**src/rtl/mse_window_meter_if.sv**
```systemverilog
`default_nettype none
// ============================================================================
// Module      : mse_window_meter_if
// Description : Sample/control bundle between a FIR-pair source and the
//               mse_window_meter scoring block.
//               master : source/controller (drives start, samples)
//               slave  : the meter (drives status and results)
//   start       master->slave  one-cycle request to open a new window
//   in_valid    master->slave  y_approx/y_exact pair valid this cycle
//   y_approx    master->slave  signed approximate FIR output (DATA_W)
//   y_exact     master->slave  signed exact FIR output (DATA_W)
//   busy        slave->master  window in progress (RUN or DRAIN)
//   done        slave->master  one-cycle pulse when results update
//   sse         slave->master  sum of squared errors (ACC_W)
//   mse         slave->master  sse >> LOG2_N (2*DATA_W)
//   max_abs_err slave->master  largest |diff| in window (DATA_W+1),
//                              present only when MSE_PEAK_EN is defined
// Optional    : MSE_PEAK_EN
// Revision    : 1.0 - initial release
// ============================================================================
interface mse_window_meter_if #(
    parameter int DATA_W = 16,
    parameter int LOG2_N = 10
);
    localparam int ACC_W = 2*DATA_W + LOG2_N;

    logic                     start;
    logic                     in_valid;
    logic signed [DATA_W-1:0] y_approx;
    logic signed [DATA_W-1:0] y_exact;
    logic                     busy;
    logic                     done;
    logic [ACC_W-1:0]         sse;
    logic [2*DATA_W-1:0]      mse;
`ifdef MSE_PEAK_EN
    logic [DATA_W:0]          max_abs_err;
`endif

    modport master (
        output start,
        output in_valid,
        output y_approx,
        output y_exact,
        input  busy,
        input  done,
        input  sse,
`ifdef MSE_PEAK_EN
        input  max_abs_err,
`endif
        input  mse
    );

    modport slave (
        input  start,
        input  in_valid,
        input  y_approx,
        input  y_exact,
        output busy,
        output done,
        output sse,
`ifdef MSE_PEAK_EN
        output max_abs_err,
`endif
        output mse
    );
endinterface
`default_nettype wire

```
**src/rtl/mse_window_meter.sv**
```systemverilog
`default_nettype none
// ============================================================================
// Module      : mse_window_meter
// Description : Scores an approximate-adder FIR against its exact twin.
//               Accumulates (y_approx - y_exact)^2 over a window of
//               N = 2^LOG2_N valid samples and reports SSE and MSE
//               (SSE >> LOG2_N, truncating).
// Ports       : clk   rising-edge clock
//               rstN  synchronous active-low reset
//               bus   mse_window_meter_if.slave (start, in_valid,
//                     y_approx, y_exact, busy, done, sse, mse
//                     [, max_abs_err])
// Parameters  : DATA_W - sample width, LOG2_N - log2 of window length.
//               ACC_W = 2*DATA_W+LOG2_N is derived internally. The
//               interface instance must use the same DATA_W/LOG2_N.
// Optional    : MSE_PEAK_EN - adds max_abs_err, the largest |diff| seen
//               in the window, latched together with sse/mse.
// Datapath    : S1 diff -> S2 square -> S3 accumulate, each with a valid.
//               Last sample accepted at edge E gives done in the cycle
//               after edge E+4.
// Revision    : 1.0 - initial release
// ============================================================================
module mse_window_meter #(
    parameter int DATA_W = 16,
    parameter int LOG2_N = 10
) (
    input  logic                  clk,
    input  logic                  rstN,
    mse_window_meter_if.slave     bus
);

    localparam int ACC_W = 2*DATA_W + LOG2_N;

    // Counter value at which the accepted sample is the last of the window.
    localparam logic [LOG2_N-1:0] c_CNT_LAST = '1;

    typedef enum logic [1:0] {
        S_IDLE  = 2'd0,
        S_RUN   = 2'd1,
        S_DRAIN = 2'd2,
        S_DONE  = 2'd3
    } state_t;

    state_t r_state;
    state_t w_state_nxt;

    // FSM decode
    logic w_busy;
    logic w_done;
    logic w_clear;   // start honoured: wipe accumulator/counter
    logic w_accept;  // pair enters S1 this cycle
    logic w_latch;   // pipeline empty in DRAIN: publish results

    // Sample counter and pipeline
    logic [LOG2_N-1:0]   r_cnt;
    logic                r_s1_vld;
    logic [DATA_W:0]     r_s1_diff;
    logic                r_s2_vld;
    logic [2*DATA_W-1:0] r_s2_sq;
    logic                r_s3_vld;
    logic [ACC_W-1:0]    r_acc;

    // Published results
    logic [ACC_W-1:0]    r_sse;
    logic [2*DATA_W-1:0] r_mse;

    // Combinational datapath
    logic [DATA_W:0]     w_diff;
    logic [DATA_W:0]     w_abs;
    logic [2*DATA_W-1:0] w_abs_ext;
    logic [2*DATA_W-1:0] w_sq;
    logic [ACC_W-1:0]    w_sq_ext;

    // ------------------------------------------------------------------
    // FSM state register
    // ------------------------------------------------------------------
    always_ff @(posedge clk) begin
        if (!rstN) begin
            r_state <= S_IDLE;
        end else begin
            r_state <= w_state_nxt;
        end
    end

    // ------------------------------------------------------------------
    // FSM next-state and decode
    // ------------------------------------------------------------------
    always_comb begin
        w_state_nxt = r_state;
        w_busy      = 1'b0;
        w_done      = 1'b0;
        w_clear     = 1'b0;
        w_accept    = 1'b0;
        w_latch     = 1'b0;
        case (r_state)
            S_IDLE: begin
                // in_valid is deliberately ignored here, even alongside start.
                if (bus.start) begin
                    w_clear     = 1'b1;
                    w_state_nxt = S_RUN;
                end
            end
            S_RUN: begin
                w_busy = 1'b1;
                if (bus.in_valid) begin
                    w_accept = 1'b1;
                    if (r_cnt == c_CNT_LAST) begin
                        w_state_nxt = S_DRAIN;
                    end
                end
            end
            S_DRAIN: begin
                w_busy = 1'b1;
                // S3 valid covers the cycle in which the final sum settles
                // in r_acc, so results are taken one cycle after it.
                if (!r_s1_vld && !r_s2_vld && !r_s3_vld) begin
                    w_latch     = 1'b1;
                    w_state_nxt = S_DONE;
                end
            end
            S_DONE: begin
                w_done      = 1'b1;
                w_state_nxt = S_IDLE;
            end
            default: begin
                w_state_nxt = S_IDLE;
            end
        endcase
    end

    // ------------------------------------------------------------------
    // Arithmetic
    // ------------------------------------------------------------------
    // One extra bit makes the difference exact for any pair of inputs.
    assign w_diff = {bus.y_approx[DATA_W-1], bus.y_approx}
                  - {bus.y_exact[DATA_W-1],  bus.y_exact};

    // |diff| <= 2^DATA_W - 1, so squaring the magnitude never overflows
    // 2*DATA_W bits and avoids a signed multiplier.
    assign w_abs     = r_s1_diff[DATA_W] ? ((~r_s1_diff) + (DATA_W+1)'(1))
                                         : r_s1_diff;
    assign w_abs_ext = {{(DATA_W-1){1'b0}}, w_abs};
    assign w_sq      = w_abs_ext * w_abs_ext;
    assign w_sq_ext  = {{LOG2_N{1'b0}}, r_s2_sq};

    // ------------------------------------------------------------------
    // Pipeline, counter, accumulator, result registers
    // ------------------------------------------------------------------
    always_ff @(posedge clk) begin
        if (!rstN) begin
            r_cnt     <= '0;
            r_s1_vld  <= 1'b0;
            r_s1_diff <= '0;
            r_s2_vld  <= 1'b0;
            r_s2_sq   <= '0;
            r_s3_vld  <= 1'b0;
            r_acc     <= '0;
            r_sse     <= '0;
            r_mse     <= '0;
        end else begin
            // S1: capture the difference of an accepted pair
            r_s1_vld <= w_accept;
            if (w_accept) begin
                r_s1_diff <= w_diff;
            end

            // S2: square
            r_s2_vld <= r_s1_vld;
            if (r_s1_vld) begin
                r_s2_sq <= w_sq;
            end

            // S3: accumulate; the valid marks the accumulate cycle
            r_s3_vld <= r_s2_vld;

            if (w_clear) begin
                r_cnt <= '0;
                r_acc <= '0;
            end else begin
                if (w_accept) begin
                    r_cnt <= r_cnt + LOG2_N'(1);
                end
                if (r_s2_vld) begin
                    r_acc <= r_acc + w_sq_ext;
                end
            end

            // Results hold until the next window completes; start does
            // not touch them.
            if (w_latch) begin
                r_sse <= r_acc;
                r_mse <= r_acc[ACC_W-1:LOG2_N];
            end
        end
    end

`ifdef MSE_PEAK_EN
    // ------------------------------------------------------------------
    // Peak |diff| tracker, updated alongside the S2 square
    // ------------------------------------------------------------------
    logic [DATA_W:0] r_peak;
    logic [DATA_W:0] r_max_abs;

    always_ff @(posedge clk) begin
        if (!rstN) begin
            r_peak    <= '0;
            r_max_abs <= '0;
        end else begin
            if (w_clear) begin
                r_peak <= '0;
            end else if (r_s1_vld && (w_abs > r_peak)) begin
                r_peak <= w_abs;
            end
            if (w_latch) begin
                r_max_abs <= r_peak;
            end
        end
    end

    assign bus.max_abs_err = r_max_abs;
`endif

    // ------------------------------------------------------------------
    // Outputs
    // ------------------------------------------------------------------
    assign bus.busy = w_busy;
    assign bus.done = w_done;
    assign bus.sse  = r_sse;
    assign bus.mse  = r_mse;

endmodule
`default_nettype wire
```
**src/flat_wrapper.sv**
```systemverilog
// flat-port wrapper written by rule: the top's interface ports become plain ports
module mse_window_meter_flat 
#(
    parameter int DATA_W = 16,
    parameter int LOG2_N = 10
)
  (clk, rstN, bus_start, bus_in_valid, bus_y_approx, bus_y_exact, bus_busy, bus_done, bus_sse, bus_mse);
  mse_window_meter_if #(.DATA_W(DATA_W), .LOG2_N(LOG2_N)) bus_i ();
  input  logic clk;
  input  logic rstN;
  input wire logic [$bits(bus_i.start)-1:0] bus_start;
  input wire logic [$bits(bus_i.in_valid)-1:0] bus_in_valid;
  input wire logic [$bits(bus_i.y_approx)-1:0] bus_y_approx;
  input wire logic [$bits(bus_i.y_exact)-1:0] bus_y_exact;
  output wire logic [$bits(bus_i.busy)-1:0] bus_busy;
  output wire logic [$bits(bus_i.done)-1:0] bus_done;
  output wire logic [$bits(bus_i.sse)-1:0] bus_sse;
  output wire logic [$bits(bus_i.mse)-1:0] bus_mse;
  assign bus_i.start = bus_start;
  assign bus_i.in_valid = bus_in_valid;
  assign bus_i.y_approx = bus_y_approx;
  assign bus_i.y_exact = bus_y_exact;
  assign bus_busy = bus_i.busy;
  assign bus_done = bus_i.done;
  assign bus_sse = bus_i.sse;
  assign bus_mse = bus_i.mse;
  mse_window_meter #(.DATA_W(DATA_W), .LOG2_N(LOG2_N)) u_core (.clk(clk), .rstN(rstN), .bus(bus_i));
endmodule
```
**config.mk**
```make
export PLATFORM = sky130hd
export DESIGN_NAME = mse_window_meter_flat
export DESIGN_NICKNAME = d
export VERILOG_FILES = /design/src/rtl/mse_window_meter_if.sv /design/src/rtl/mse_window_meter.sv /design/src/flat_wrapper.sv
export SDC_FILE = /design/constraint.sdc
export NUM_CORES = 1
export LEC_CHECK = 0
export BUFFER_PORTS_ARGS = -buffer_cell sky130_fd_sc_hd__buf_2
export CORE_MARGIN = 2
export CORE_UTILIZATION = 40
export CTS_BUF_LIST = sky130_fd_sc_hd__clkbuf_8
export DETAILED_ROUTE_END_ITERATION = 16
export GPL_TIMING_DRIVEN = 0
export PLACE_DENSITY_LB_ADDON = 0.2
export SETUP_SLACK_MARGIN = 0.3
export SYNTH_ARGS = -nofsm -noshare
export SYNTH_HDL_FRONTEND = slang
export SYNTH_SLANG_ARGS = --single-unit
```
**constraint.sdc**
```tcl
create_clock -name clk -period 9 [get_ports clk]
set_input_delay 2.25 -clock clk [delete_from_list [all_inputs] [get_ports clk]]
set_output_delay 2.25 -clock clk [all_outputs]
set_load 0.02 [all_outputs]
```
; Word-level counts from Yosys, hierarchy flattened
; Cells that the tools add are included.
[totals]
reg_bits = 180
inputBits = 36
out_inout_bits = 76
wordCells = 48
[classes]
n_addsub = 4
multipliers = 1
n_eq_ne = 8
muxes = 14
bitwise = 2
n_reduce_logical = 9
[op_table]
columns = op, count
row1 = 42-bit by 32-bit adder with 42-bit output, 1
row2 = 17-bit by 17-bit multiplier with 32-bit output, 1
row3 = "17-bit by 1-bit adder with 17-bit output, second input constant", 1
row4 = 17-bit 2-to-1 mux, 1
row5 = 17-bit NOT, 1
row6 = 16-bit by 16-bit subtractor with 17-bit output, 1
row7 = "10-bit by 1-bit adder with 10-bit output, second input constant", 1
row8 = "10-bit equality test, second input constant", 1
row9 = 1-bit 2-to-1 mux, 8
row10 = 2-bit 2-to-1 mux, 4
row11 = 2-bit one-hot mux with 4 select lines, 1
row12 = "2-bit equality test, second input constant", 2
row13 = "2-bit by 1-bit != test with 1-bit output, second input constant", 2
row14 = "2-bit != test, second input constant", 2
row15 = 4-bit AND reduction, 1
row16 = 2-bit OR reduction, 2
row17 = 1-bit zero test, 3
row18 = "2-bit by 1-bit equality test with 1-bit output, second input constant", 1
row19 = 1-bit logical AND, 2
row20 = 2-bit zero test, 1
row21 = 1-bit NOT, 1

; Depth between registers and ports, before layout
; Gate-level depths: netlist (run 1).
[depth]
ltp_word = 5
depth_mapped = 32
depth_no_buf = 31

; Worst setup path before layout (run 1)
; Ideal clock, no wire load.
[synth_path]
path_type = reg-to-reg
startpoint = register u_core.r_s1_diff[0]
endpoint = register u_core.r_s2_sq[31]
setup_ps = 135
arrival_ps = 7451
path_slack_ps = 1414
stages_incl_launch_ff = 29
path_buffers = 1
synth_period_minus_slack_ps = 7586
cell_sequence = dfxtp_1 > clkinv_1 > ha_1 > or4b_1 > or3_1 > or3_1 > nand2_1 > xor2_2 > inv_2 > buf_2 > nand2_1 > fa_1 > fa_1 > inv_1 > fa_1 > fa_1 > fa_1 > inv_1 > fa_1 > inv_1 > ha_1 > a21o_1 > a21oi_1 > nor2_1 > a211o_1 > a221o_1 > a221oi_2 > xnor2_1 > a21oi_1
[synth_via]
elab_chain_len = 4
[synth_rtl]
columns = element, line_no
row1 = from (decl), mse_window_meter.sv:57  ; logic [DATA_W:0] r_s1_diff;
row2 = from (signal assigned), mse_window_meter.sv:164  ; r_s1_diff <= w_diff;
row3 = 17-bit NOT, mse_window_meter.sv:140  ; assign w_abs = r_s1_diff[DATA_W] ? ((~r_s1_diff) + (DATA_W+1)'(1))
row4 = 17-bit by 1-bit adder with 17-bit output, mse_window_meter.sv:140
row5 = 17-bit 2-to-1 mux (*), mse_window_meter.sv:140
row6 = 17-bit by 17-bit multiplier with 32-bit output (*), mse_window_meter.sv:143  ; assign w_sq = w_abs_ext * w_abs_ext;
row7 = to (signal assigned), mse_window_meter.sv:170  ; r_s2_sq <= w_sq;
row8 = to (decl), mse_window_meter.sv:59  ; logic [2*DATA_W-1:0] r_s2_sq;
; Mark *: on every way between the ends. The rest lies on a longest branch, timed or not.
; A chain may end at the register's enable or synchronous reset.

; Worst setup path in the final report (run 1)
; Same ends and word-level chain as after synthesis.

==> flow_summary.ini, run 1 <==
[yosys]
yosysUniqueCellTypes = 75
synth_compound_area_share_pct = 12.8
yosysWarnings = 0
synth_cells = 1882
synth-edff-count = 0
synth_top_family_by_area = adder cells
yosysSeqAreaShare_pct = 18.2
async_reset_ff_share_pct = 0
synthMuxAreaShare_pct = 2.98
yosys.area_share.adder_pct = 35.9
ys.flop_type = dfxtp_1
netlist_area_um2 = 16200
ys_seq_elements = 147
syn_avg_cell_area_um2 = 8.59
synth_xor_area_share_pct = 4.97
synthSimpleGateAreaFrac_pct = 15.1

[routing]
routed_wl_um = 39900
routedWlPerCell_um = 15.5
vias = 12771
dr.pass1.iters = 5
initialDrtViolationCount = 538
drc_errors = 0
viasPerCell = 4.98
antenna_left = 0

[hold_path]
hold_start = u_core.bus.sse[9]
hold_path.class = reg -> reg

[timing]
setup_violations = 0
rsz0062_at_grt = false
min_period_ns = 8.40
hold_viol = 0
maxSlewViolCount = 0
worst_pin_slew_ns = 1.17
period_share_pct = 93.3
fmax_mhz = 119
relSlewSlack_pct = 21.4
setup_ws_ns = 0.604
finalClockSkew_ns = 0.0157
holdWs_ns = 0.462
fin_setup_tns_ns = 0

[pwr]
switching_share_pct = 44.7
powerDensity_nw_per_um2 = 144
cellLeakagePower_nw = 8.98
p_clk_share_pct = 20.3
combinationalPowerShare_pct = 51.8
total_power_mw = 2.58
intPower_mw = 1.43
switchingPower_mw = 1.15
seqPwrFrac_pct = 28.0
vdd.ir_drop.worst_mv = 0.102

[setup_path]
cp-end-kind = flop
crit_start = u_core.r_s1_diff[0]
r2r_start = u_core.r_s1_diff[0]
required_ns = 9.33
cp-start-kind = flop
critical_path_class = reg -> reg
crit_slowest_cell = xor2_2
crit_path_frequent_cell = fa_1
cpPeakStageDelay_ns = 0.64
cp_max_fo = 10
cp_data_arrival_time_ns = 8.72

[placement]
dp_hpwl_um = 32900
dpl_cell_area_um2 = 17400
dpl_worst_slack_ns = 0.128
gp_congestion = 0.890
portBuffers = 110

[global_route]
grt_use_total_pct = 19.6
grt_max_degree = 17
grt_pass1_vias = 12778
grt_pass1_wl_um = 65100
grt_overflow = 0
antenna_found_initial = 0

[cells_and_area]
drive_gt1_share_pct = 11.1
mostFrequentLayoutCells = inv_1, nand2_1, fa_1
fin_nets = 2411
num_antenna_cells = 0
final_common_cell = inv_1
fin_area_um2 = 18000
syn2layout_area_growth_pct = 11.2

[clock_tree]
cts_root_buffer = clkbuf_8
path_clk_slew_ns = 0.09
cts_made_buffers = 17
htree_levels = 4
clock_path_buffers = 2
cts_sinks = 147
cts_tree = done
worstSkewPairLatency_ns = 0.47

[floorplanning]
die_height_um = 205
dieWidth_um = 205
num_io_pins = 112
initial_core_util_pct = 40.6
row_count = 73
core_area_um2 = 39800
die-area_um2 = 42000

[outcome]
status = finished clean

[job]
maxCapViolCount = 0
[registers in the layout (all words and copies together) (netlist names)]
register and cells:
u_core.r_s1_diff 17, u_core.r_s3_vld 1, u_core.r_acc 42, u_core.r_s2_vld 1
u_core.bus.sse 10, u_core.r_s2_sq 31, u_core.r_cnt 10, u_core.r_state 2
u_core.r_s1_vld 1, u_core.bus.mse 32
[per-layer routing]
| layer | GRT usage, % | routed length, µm |
|---|---|---|
| met5 | 0 | 0 |
| met1 | 26.5 | 18700 |
| met4 | 4.01 | 488 |
| met3 | 3.10 | 1540 |
| met2 | 33.3 | 19200 |
[cells in the mapped netlist, types with 36 or more instances]
cell	n	area, µm²
ha_1	153	1910
nor2_1	130	488
nand2_1	242	908
a21o_1	39	293
o21ai_0	65	325
a21boi_0	49	368
a21oi_1	66	330
clkbuf_1	49	184
dfxtp_1	147	2940
fa_1	194	3880
inv_1	302	1130
xnor2_1	52	455
xor2_1	36	315
mux2i_1	47	470
[metrics by stage]
step	util (%)	cells
after floorplan	-	1891
after global placement	43.7	2526
after detailed placement	43.7	2526
after CTS	44.8	2559
after global routing	45.1	2566
final	45.1	2566
[path summary, 6_finish.rpt]
| check | to | cells past startpoint | slack, ns |
|---|---|---|---|
| worst max-delay path | u_core.r_s2_sq[31] | 28 | 0.60 |
| worst min-delay path | u_core.bus.sse[9] | 2 | 0.46 |
| worst max register to register | u_core.r_s2_sq[31] | 28 | 0.60 |
| worst min register to register | u_core.bus.sse[9] | 2 | 0.46 |
[power by group through the flow]
| stage | clock (mW) | sequential [mW] | combinational, mW |
|---|---|---|---|
| 3_5_place_dp | 0 | 0.733 | 1.32 |
| 3_3_place_gp | 0 | 0.731 | 1.31 |
| 2_1_floorplan | 0 | 0.718 | 0.962 |
| 5_1_grt | 0.563 | 0.725 | 1.52 |
| 6_report | 0.523 | 0.721 | 1.34 |
| 4_1_cts | 0.533 | 0.718 | 1.34 |
[area by class of cell]
| class | instances | area, µm² |
|---|---|---|
| clock buffers | 20 | 275 |
| clock inverters | 12 | 119 |
| repair buffers | 118 | 611 |
| inverters | 311 | 1180 |
| well taps | 525 | 657 |
| plain buffers | 89 | 467 |
| fillers | 4082 | 21900 |
| flip-flops and latches | 147 | 2940 |
| multi-input cells | 1344 | 11700 |
[worst max-delay path, delay by kind of cell (launching register included)]
family	cells	cell delay (ns)
buf+inv	6	0.52
xor+xnor	2	0.81
compound gates	9	1.90
simple gates	4	1.30
fa+ha+maj	7	3.30
flops	1	0.40
[timing repair]
action | in CTS | in global routing
endpoints found under the setup margin | 3 | 6
gates resized for setup | 4 | 20
hold buffers | 0 | 0
pin swaps | 1 | 3
setup buffers | 1 | 7
[kinds of logic after synthesis]
family                     Yosys count
buffers and inverters              400
DFF                                147
AOI/OAI and AO/OA                  312
and+or+nand+nor                    536
other                                2
muxes                               48
adders and majority gates          347
xor gates and xnor gates            90
No activity file was read; power rests on OpenSTA's default activity.
==> run 2, diff against run 1 <==
--- a/config.mk
+++ b/config.mk
@@ -5,14 +5,16 @@
 export SDC_FILE = /design/constraint.sdc
 export NUM_CORES = 1
 export LEC_CHECK = 0
+export ABC_CLOCK_PERIOD_IN_PS = 9000
 export BUFFER_PORTS_ARGS = -buffer_cell sky130_fd_sc_hd__buf_2
 export CORE_MARGIN = 2
 export CORE_UTILIZATION = 40
-export CTS_BUF_LIST = sky130_fd_sc_hd__clkbuf_8
+export CTS_BUF_LIST = sky130_fd_sc_hd__clkbuf_8 sky130_fd_sc_hd__clkbuf_16
 export DETAILED_ROUTE_END_ITERATION = 16
 export GPL_TIMING_DRIVEN = 0
 export PLACE_DENSITY_LB_ADDON = 0.2
 export SETUP_SLACK_MARGIN = 0.3
+export SLEW_MARGIN = 30
 export SYNTH_ARGS = -nofsm -noshare
 export SYNTH_HDL_FRONTEND = slang
 export SYNTH_SLANG_ARGS = --single-unit
==> flow_summary.ini, run 2 (synthesis gave the netlist of run 1 again) <==
[outcome]
status = finished clean

[timing]
worst_pin_slew_ns = 0.897
min_period_ns = 8.29
maxSlewViolCount = 0
setup_ws_ns = 0.710
hold_viol = 0
rsz0062_at_grt = false
period_share_pct = 92.1
holdWs_ns = 0.459
fin_setup_tns_ns = 0
relSlewSlack_pct = 40.2
finalClockSkew_ns = 0.00877
fmax_mhz = 121
setup_violations = 0

[setup_path]
critical_path_class = reg -> reg
cpPeakStageDelay_ns = 0.62
cp_data_arrival_time_ns = 8.58
required_ns = 9.29
r2r_setup_slack_ns = 0.71
cp_max_fo = 10
cp-end-kind = flop
cp-start-kind = flop
crit_slowest_cell = xor2_2
worst_r2r_endpoint = u_core.r_s2_sq[31]
r2r_start = u_core.r_s1_diff[0]
crit_path_frequent_cell = fa_1
r2r_cells = 28

[clock_tree]
path_clk_slew_ns = 0.07
clock_path_buffers = 2
cts_sinks = 147
worstSkewPairLatency_ns = 0.44
cts_hold_buf = 0
htree_levels = 4
cts_root_buffer = clkbuf_16
cts_made_buffers = 17
cts_tree = done

[placement]
gp_congestion = 0.890
dp_hpwl_um = 32900
portBuffers = 110
dpl_cell_area_um2 = 17400
dpl_worst_slack_ns = 0.158

[hold_path]
hold_path_end = u_core.bus.sse[9]
hold_path.class = reg -> reg
hold_start = u_core.bus.sse[9]
hold_depth = 2

[pwr]
combinationalPowerShare_pct = 48.9
switching_share_pct = 42.9
p_clk_share_pct = 24.8
vdd.ir_drop.worst_mv = 0.148
cellLeakagePower_nw = 9.07
switchingPower_mw = 1.18
powerDensity_nw_per_um2 = 151
intPower_mw = 1.57
seqPwrFrac_pct = 26.3

[global_route]
grt_use_total_pct = 19.6
grt_pass1_vias = 12654
antenna_found_initial = 0
grt_overflow = 0
grt_pass1_wl_um = 64700
grt_max_degree = 17

[routing]
routed_wl_um = 39700
viasPerCell = 4.96
drc_errors = 0
topRoutingLayerUsed = met4
met3_length_um = 1550
dr_wl_met2_um = 19000
antenna_left = 0
dr.pass1.iters = 5
wl_met1_um = 18600
initialDrtViolationCount = 621
vias = 12725
routedWlPerCell_um = 15.5

[floorplanning]
row_count = 73
num_io_pins = 112
die-area_um2 = 42000
die_height_um = 205
dieWidth_um = 205
core_area_um2 = 39800
initial_core_util_pct = 40.6

[cells_and_area]
fin_nets = 2412
drive_gt1_share_pct = 11.0
largest_reg_flops = 42
largest-register = u_core.r_acc
final_common_cell = inv_1
syn2layout_area_growth_pct = 12.3
fillers = 4049
fin_area_um2 = 18100
mostFrequentLayoutCells = inv_1, nand2_1, fa_1
fin_util_pct = 45.6

[job]
maxCapViolCount = 0
run 2: what timing repair did:
item	CTS	global route
endpoints found under the setup margin	2	6
pin swaps	1	3
buffers inserted	1	8
gates resized for setup	3	17
run 2: cell type report:
type,count,area [µm²],area share (%)
inverter,311,1180,6.48
timing repair buffer,119,618,3.41
buffer,89,467,2.57
tap,525,657,3.62
antenna,1,2.50,0.0138
multi-input combinational,1344,11700,64.6
clock buffer,17,425,2.34
clock inverter,15,131,0.724
sequential,147,2940,16.2
run 2: per-stage QoR:
step	instances	power, mW
3_5_place_dp	2526	2.06
3_3_place_gp	2526	2.04
4_1_cts	2559	2.75
2_1_floorplan	1891	1.68
5_1_grt	2567	2.96
6_report	2568	2.74
run 2: worst max path at each step:
stage | start | end | slack [ns] | cells past startpoint
after floorplan | u_core.r_s1_diff[0] | u_core.r_s2_sq[31] | 1.41 | 28
after global placement | u_core.r_s1_diff[0] | u_core.r_s2_sq[31] | 0.21 | 28
after detailed placement | u_core.r_s1_diff[0] | u_core.r_s2_sq[31] | 0.16 | 28
after CTS | u_core.r_s1_diff[0] | u_core.r_s2_sq[31] | 0.36 | 26
after global routing | u_core.r_s1_diff[16] | u_core.r_s2_sq[31] | 0.31 | 25
final | u_core.r_s1_diff[0] | u_core.r_s2_sq[31] | 0.71 | 28
run 2: power groups by stage:
stage	Sequential, mW	Clock, mW	Combinational, mW
after global placement	0.731	0	1.31
after CTS	0.719	0.691	1.34
final	0.722	0.679	1.34
after detailed placement	0.733	0	1.32
after floorplan	0.718	0	0.962
after global routing	0.726	0.719	1.52
run 2: layer usage:
| metal | GRT usage, % | up-vias |
|---|---|---|
| li1 | - | 6303 |
| met5 | 0 | - |
| met3 | 2.91 | 37 |
| met1 | 26.8 | 6173 |
| met2 | 32.7 | 212 |
| met4 | 4.19 | 0 |
run 2: critical path: cells and delay by family (launching register included):
family                   cells  cell delay, ns
AND/OR/NAND/NOR              4            1.28
AO/OA/AOI/OAI                9            1.86
flip-flops                   1            0.38
adder cells (fa/ha/maj)      7            3.31
XOR/XNOR                     2            0.77
buffers and inverters        6            0.52
==> run 3, diff against run 2 <==
--- a/config.mk
+++ b/config.mk
@@ -7,6 +7,7 @@
 export LEC_CHECK = 0
 export ABC_CLOCK_PERIOD_IN_PS = 9000
 export BUFFER_PORTS_ARGS = -buffer_cell sky130_fd_sc_hd__buf_2
+export CORE_ASPECT_RATIO = 2
 export CORE_MARGIN = 2
 export CORE_UTILIZATION = 40
 export CTS_BUF_LIST = sky130_fd_sc_hd__clkbuf_8 sky130_fd_sc_hd__clkbuf_16
==> flow_summary.ini, run 3 (synthesis gave the netlist of run 1 again) <==
[cells_and_area]
num_antenna_cells = 0
fin_area_um2 = 18200
fillers = 4130
multi_input_area_um2 = 11800
final_common_cell = inv_1
largest_reg_flops = 42
final-seq-area_um2 = 2940
fin_nets = 2410
mostFrequentLayoutCells = inv_1, nand2_1, fa_1
largest-register = u_core.r_acc
fin_util_pct = 45.4
final_cells = 2570
drive_gt1_share_pct = 11.1
syn2layout_area_growth_pct = 12.6

[setup_path]
cp-start-kind = flop
critical_path_class = reg -> reg
cp-end-kind = flop
r2r_cells = 25
required_ns = 9.29
cp_data_arrival_time_ns = 8.65
r2r_start = u_core.r_s1_diff[0]
cp_max_fo = 10
worst_r2r_endpoint = u_core.r_s2_sq[31]
r2r_setup_slack_ns = 0.65

[outcome]
status = finished clean

[routing]
routedWlPerCell_um = 17.0
routed_wl_um = 43800
viasPerCell = 4.98
vias = 12803
drc_errors = 0
dr.pass1.iters = 5
antenna_left = 0
initialDrtViolationCount = 380

[job]
maxCapViolCount = 0

[timing]
period_share_pct = 92.8
worst_pin_slew_ns = 0.868
fmax_mhz = 120
min_period_ns = 8.35
setup_ws_ns = 0.647
finalClockSkew_ns = 0.0117
hold_viol = 0
rsz0062_at_grt = false
setup_violations = 0
holdWs_ns = 0.464
fin_setup_tns_ns = 0
maxSlewViolCount = 0
relSlewSlack_pct = 42.2

[floorplanning]
row_count = 104
die_height_um = 288
num_io_pins = 112
die-area_um2 = 42100
core_area_um2 = 40100
dieWidth_um = 146
initial_core_util_pct = 40.3

[hold_path]
hold_path_end = u_core.bus.sse[4]
hold_start = u_core.bus.sse[4]
hold_path.class = reg -> reg
hold_depth = 2

[global_route]
antenna_found_initial = 0
grt_max_degree = 17
grt_overflow = 0
grt_use_total_pct = 21.4
grt_pass1_vias = 13877
grt_pass1_wl_um = 70100

[placement]
dp_hpwl_um = 37500
portBuffers = 110
dpl_cell_area_um2 = 17500
gp_congestion = 0.918
placed_cells = 2531
dpl_worst_slack_ns = -0.00329

[clock_tree]
path_clk_slew_ns = 0.07
worstSkewPairLatency_ns = 0.44
clock_path_buffers = 2
cts_sinks = 147
htree_levels = 4
cts_made_buffers = 17
cts_root_buffer = clkbuf_16
cts_tree = done

[pwr]
total_power_mw = 2.83
cellLeakagePower_nw = 9.10
vdd.ir_drop.worst_mv = 0.141
powerDensity_nw_per_um2 = 155
==> run 3: layout make-up <==
class	instances	area share [%]
multi-input combinational	1344	64.6
sequential	147	16.2
inverter	311	6.46
tap	530	3.64
timing repair buffer	117	3.38
buffer	89	2.56
clock buffer	17	2.34
clock inverter	15	0.880
==> run 3: worst max-delay path: stages (launching register included) <==
cell	delay, ns
dfxtp_1	0.40
or2_1	0.28
or4_4	0.44
or3_4	0.41
nand2_1	0.12
xor2_2	0.47
clkinv_2	0.38
nand2_1	0.22
inv_1	0.08
fa_1	0.54
inv_1	0.06
fa_1	0.52
fa_1	0.52
inv_1	0.05
fa_1	0.56
fa_1	0.47
fa_1	0.52
ha_1	0.35
o21ai_0	0.22
nor2_1	0.09
a21oi_2	0.37
o21ai_1	0.20
a221o_1	0.42
a221oi_2	0.28
xnor2_1	0.15
a21oi_1	0.08
==> run 3: worst max path at each step <==
stage / endpoint / slack [ns] / depth (start not counted) / from
floorplan: u_core.r_s2_sq[31] / 1.41 / 28 / u_core.r_s1_diff[0]
global placement: u_core.r_s2_sq[31] / -0.02 / 25 / u_core.r_s1_diff[0]
detailed placement: u_core.r_s2_sq[31] / -0.003 / 25 / u_core.r_s1_diff[1]
CTS: u_core.r_s2_sq[31] / 0.31 / 24 / u_core.r_s1_diff[0]
global route: u_core.r_s2_sq[31] / 0.30 / 25 / u_core.r_s1_diff[0]
finish: u_core.r_s2_sq[31] / 0.65 / 25 / u_core.r_s1_diff[0]
==> run 3: routing by layer <==
metal	global-route usage [%]	wire length, µm
met1	19.7	14800
met2	46.5	26400
met3	1.66	839
met4	8.79	1690
met5	0	0
==> run 3: repair_timing <==
item | in CTS | in global routing
buffers inserted | 1 | 6
gates resized for setup | 7 | 14
setup endpoints to repair | 6 | 8
pin swaps | 1 | 3
hold buffers | 0 | 0
==> run 3: where the power goes <==
group	internal (mW)	switching, mW
registers	0.682	0.0419
clock network	0.395	0.328
logic	0.514	0.866
